$ cat src/rtl/fetch_decode_reg.sv
`default_nettype none
// ============================================================================
//  Module   : fetch_decode_reg
//  Brief    : IF/ID elastic pipeline register. It has an output slot and a
//             skid slot, inserts NOP bubbles when empty, and flushes on redirect.
//             Optional FD_PERF_CNT_EN adds stall/bubble performance counters.
//  Revision : 1.0  initial release
// ============================================================================
module fetch_decode_reg #(
    parameter int          TD       = 1,
    parameter logic [31:0] NOP_INST = 32'h0000_0000
) (
    input  logic        clk,
    input  logic        rst,
    input  logic        f_valid,
    output logic        f_ready,
    input  logic [31:0] f_inst,
    input  logic [31:0] f_pc_plus_4,
    input  logic        flush,
    input  logic        d_ready,
    output logic        d_valid,
    output logic [31:0] fd_Inst,
    output logic [25:0] fd_Inst_25_0,
    output logic [31:0] fd_br_signext_sl2,
    output logic [31:0] fd_pc_plus_4
`ifdef FD_PERF_CNT_EN
    ,
    output logic [31:0] stall_cnt,
    output logic [31:0] bubble_cnt
`endif
);

    localparam logic [1:0] c_EMPTY = 2'd0;
    localparam logic [1:0] c_ONE   = 2'd1;
    localparam logic [1:0] c_FULL  = 2'd2;

    // TD carries no modelled delay here; registers update at the clock edge.
    if (TD < 0) begin : g_td_negative
    end

    logic [1:0]  r_state;
    logic [1:0]  w_state_nxt;
    logic [31:0] r_out_inst;
    logic [31:0] r_out_pc;
    logic [31:0] r_skid_inst;
    logic [31:0] r_skid_pc;
    logic [31:0] w_out_inst_nxt;
    logic [31:0] w_out_pc_nxt;
    logic [31:0] w_skid_inst_nxt;
    logic [31:0] w_skid_pc_nxt;
    logic        w_push;
    logic        w_pop;

    // Handshake flags come straight from the state register: no d_ready -> f_ready path.
    assign f_ready = (r_state != c_FULL);
    assign d_valid = (r_state != c_EMPTY);
    assign w_push  = f_valid & f_ready;
    assign w_pop   = d_valid & d_ready;

    always_comb begin
        w_state_nxt     = r_state;
        w_out_inst_nxt  = r_out_inst;
        w_out_pc_nxt    = r_out_pc;
        w_skid_inst_nxt = r_skid_inst;
        w_skid_pc_nxt   = r_skid_pc;
        case (r_state)
            c_EMPTY: begin
                if (w_push) begin
                    w_state_nxt    = c_ONE;
                    w_out_inst_nxt = f_inst;
                    w_out_pc_nxt   = f_pc_plus_4;
                end
            end
            c_ONE: begin
                if (w_push && w_pop) begin
                    w_out_inst_nxt = f_inst;
                    w_out_pc_nxt   = f_pc_plus_4;
                end else if (w_push) begin
                    w_state_nxt     = c_FULL;
                    w_skid_inst_nxt = f_inst;
                    w_skid_pc_nxt   = f_pc_plus_4;
                end else if (w_pop) begin
                    w_state_nxt = c_EMPTY;
                end
            end
            c_FULL: begin
                if (w_pop) begin
                    w_state_nxt    = c_ONE;
                    w_out_inst_nxt = r_skid_inst;
                    w_out_pc_nxt   = r_skid_pc;
                end
            end
            default: begin
                w_state_nxt = c_EMPTY;
            end
        endcase
        // Redirect discards everything, including a word offered this cycle.
        if (flush) begin
            w_state_nxt     = c_EMPTY;
            w_out_inst_nxt  = 32'h0;
            w_out_pc_nxt    = 32'h0;
            w_skid_inst_nxt = 32'h0;
            w_skid_pc_nxt   = 32'h0;
        end
    end

    always_ff @(posedge clk) begin
        if (!rst) begin
            r_state     <= c_EMPTY;
            r_out_inst  <= 32'h0;
            r_out_pc    <= 32'h0;
            r_skid_inst <= 32'h0;
            r_skid_pc   <= 32'h0;
        end else begin
            r_state     <= w_state_nxt;
            r_out_inst  <= w_out_inst_nxt;
            r_out_pc    <= w_out_pc_nxt;
            r_skid_inst <= w_skid_inst_nxt;
            r_skid_pc   <= w_skid_pc_nxt;
        end
    end

    assign fd_Inst           = d_valid ? r_out_inst : NOP_INST;
    assign fd_pc_plus_4      = d_valid ? r_out_pc : 32'h0;
    assign fd_Inst_25_0      = fd_Inst[25:0];
    assign fd_br_signext_sl2 = {{14{fd_Inst[15]}}, fd_Inst[15:0], 2'b00};

`ifdef FD_PERF_CNT_EN
    logic [31:0] r_stall_cnt;
    logic [31:0] r_bubble_cnt;

    // Counters wrap naturally; flush deliberately leaves them running.
    always_ff @(posedge clk) begin
        if (!rst) begin
            r_stall_cnt  <= 32'h0;
            r_bubble_cnt <= 32'h0;
        end else begin
            if (f_valid && !f_ready) begin
                r_stall_cnt <= r_stall_cnt + 32'd1;
            end
            if (!d_valid && d_ready) begin
                r_bubble_cnt <= r_bubble_cnt + 32'd1;
            end
        end
    end

    assign stall_cnt  = r_stall_cnt;
    assign bubble_cnt = r_bubble_cnt;
`else
`endif

endmodule
`default_nettype wire

$ cat config.mk
export PLATFORM = sky130hd
export DESIGN_NAME = fetch_decode_reg
export DESIGN_NICKNAME = d
export VERILOG_FILES = /design/src/rtl/fetch_decode_reg.sv
export SDC_FILE = /design/constraint.sdc
export NUM_CORES = 1
export LEC_CHECK = 0
export ABC_AREA = 1
export CORE_ASPECT_RATIO = 1.25
export CORE_MARGIN = 2
export CORE_UTILIZATION = 40
export DETAILED_ROUTE_END_ITERATION = 8
export GPL_TIMING_DRIVEN = 0
export PLACE_DENSITY_LB_ADDON = 0.15
export SYNTH_ARGS = -nofsm -noshare
export SYNTH_HDL_FRONTEND = slang
export SYNTH_SLANG_ARGS = --single-unit
$ cat constraint.sdc
create_clock -name clk -period 4.05 [get_ports clk]
set_input_delay 0.6075 -clock clk [delete_from_list [all_inputs] [get_ports clk]]
set_output_delay 0.6075 -clock clk [all_outputs]
set_load 0.005 [all_outputs]
==> run_results.csv <==
group,metric,value,unit
status,status,"completed",
sta,finalHoldViolCount,0,
routing,wl,17400,um
sta,worst_slew_pin_slew,0.908,ns
sta,finalWorstSetupSlack,0.546,ns
sta,fin_crit_sh,86.5,%
global_route,grt_max_degree,18,
die,ios,193,
synthesis,synthesis.area,6520,um^2
min_path,worstHoldPathType,"register to register",
place,gp_congestion,0.781,
clock_network,cts_root_buffer,"clkbuf_16",
place,placed_cells,1449,
sta,max_freq,285,MHz
synthesis,postSynthCellCount,1042,
sta,hold_slack,0.472,ns
place,place_ws,0.912,ns
clock_network,clk_latency,0.42,ns
min_path,hold_depth,1,
power,powerDensity,362,nW/um^2
clock_network,clockBufferDepth,2,
critical_path,cp-start-kind,"register",
global_route,first_global_vias,5977,
layout,stdcell_count,1481,
routing,detail_route.first_pass.iterations,4,
layout,final_core_utilization,58.1,%
global_route,grt_overflow_total,0,
critical_path,arrival,2.90,ns
die,die_w,118,um
clock_network,cts_num_sinks,130,
die,initial_core_util,40.6,%
synthesis,ys_ff_latch,130,
synthesis,ys_seq_area_share,39.9,%
layout,nets,1321,
routing,route.antenna.remaining_nets,0,
critical_path,worstRegToRegCells,8,
synthesis,ys_warn_count,0,
power,p_leak,4.17,nW
sta,fin_crit,3.50,ns
clock_network,worst_setup_hold_path_clk_slew,0.05,ns
sta,rsz0062_at_grt,"false",
die,core,16100,um^2
critical_path,critPathMaxFanout,17,
synthesis,syn_area_per_cell,6.26,um^2
power,irDropWorstVdd,209,uV
routing,drtIter0Drc,258,
sta,clock-skew-final,0.0131,ns
synthesis,synth.area.top_cells,"dfxtp_1, nor2_1, nand2_1",
sta,fin_setup_tns,0,ns
layout,diodes,0,
layout,drive_gt1_share,11.4,%
synthesis,synth_top_area_share,39.9,%
routing,wl_per_cell,11.7,um
layout,fillers,1642,
place,port-buffer-count,190,
routing,vias,6413,
global_route,grt_antenna_before_repair,0,
critical_path,crit_required,3.44,ns
layout,syn_to_final_growth,43.2,%
clock_network,cts_buffers,17,
critical_path,worstSetupPathType,"register to output pin",
routing,remaining_drc_errors,0,
die,rows,52,
place,hpwl,12500,um
clock_network,h-tree-depth,4,
die,die_h,147,um
sta,slew_headroom,39.2,%
synthesis,yosysTopAreaCell,"dfxtp_1",
global_route,track_usage,20.6,%
sta,drv_slew,0,
critical_path,cp-end-kind,"output pin",
die,design.die.area,17400,um^2
routing,via_per_inst,4.33,
clock_network,cts-resized-gates,0,
job,maxCapViolations,0,
clock_network,ctsHoldBuffers,0,
sta,finalSetupViolCount,0,
clock_network,post-cts-setup-buffers,0,
synthesis,yosysUniqueCellTypes,20,
clock_network,cts_tree,"yes",
global_route,grt_first_pass_wirelength,29000,um
[worst paths after layout]
kind / to / slack, ns / startpoint
setup / recovery: fd_br_signext_sl2[29] / 0.55 / r_state[1]
hold / removal: r_state[1] / 0.47 / r_state[0]
hold reg to reg: r_state[1] / 0.47 / r_state[0]
setup reg to reg: r_skid_pc[28] / 2.60 / r_state[1]
[cells in the mapped netlist]
cell type and number:
nor2_1 326, nand2_1 322, dfxtp_1 130, inv_1 70, buf_4 67, o21ai_0 66
buf_2 24, clkbuf_1 7, buf_1 5, buf_6 5, clkbuf_8 5, clkbuf_2 4
buf_8 2, inv_2 2, nand2_2 2, a21oi_1 1, conb_1 1, nand2_4 1
nand3_1 1, o211ai_1 1
[metal layers]
layer	track usage, %	share of wire (%)
met5	0	0
met4	6.75	0.99
met3	4.04	4.6
met2	36.5	50
met1	24.9	45
[final cells by class]
cell class | count | area, um^2 | area share [%]
clock buffer | 18 | 439 | 4.70
sequential | 130 | 2600 | 27.9
clock inverter | 14 | 200 | 2.14
tap | 216 | 270 | 2.89
multi-input combinational | 722 | 2810 | 30.1
timing repair buffer | 190 | 1900 | 20.4
buffer | 119 | 843 | 9.03
inverter | 72 | 270 | 2.89
[registers in the layout, summed over array words and instances (netlist names)]
name / flops
r_out_inst: 32
r_skid_pc: 32
r_out_pc: 32
r_state: 2
r_skid_inst: 32
[layout by cell type, fill, tap and decap left out, drive strengths merged, types with 2 or more instances in the layout]
cell           count
inv               77
clkinv             2
bufinv             4
o21ai             66
nand2            325
dfxtp            130
clkdlybuf4s50    190
clkbuf            34
conb               2
clkinvlp           3
buf              103
nor2             326
[power by group]
part / internal (W) / switching [W]
Clock: 0.00106 / 0.000611
Sequential: 0.00132 / 0.0000102
Combinational: 0.000188 / 0.000202
[per-stage QoR]
step / power [W] / cell area (um^2)
after floorplan: 0.00158 / 6530
after global placement: 0.00174 / 8700
after CTS: 0.00341 / 9340
after global routing: 0.00353 / 9340
after detailed placement: 0.00175 / 8700
final: 0.00338 / 9340
[cell families after synthesis]
logic type / share of synthesized area, %
AOI/OAI and AO/OA: 5.26
buffers and inverters: 17.1
DFF: 39.9
other: 0.0575
and+or+nand+nor: 37.7
[worst max-delay path, cell delays in order (launching register included)]
cell and delay [ns]:
dfxtp_1 0.44, nor2_1 0.08, buf_2 0.22, buf_1 0.27, nor2_1 0.75, buf_4 0.23
clkdlybuf4s50_1 0.50
No activity file was read; power rests on OpenSTA's default activity.
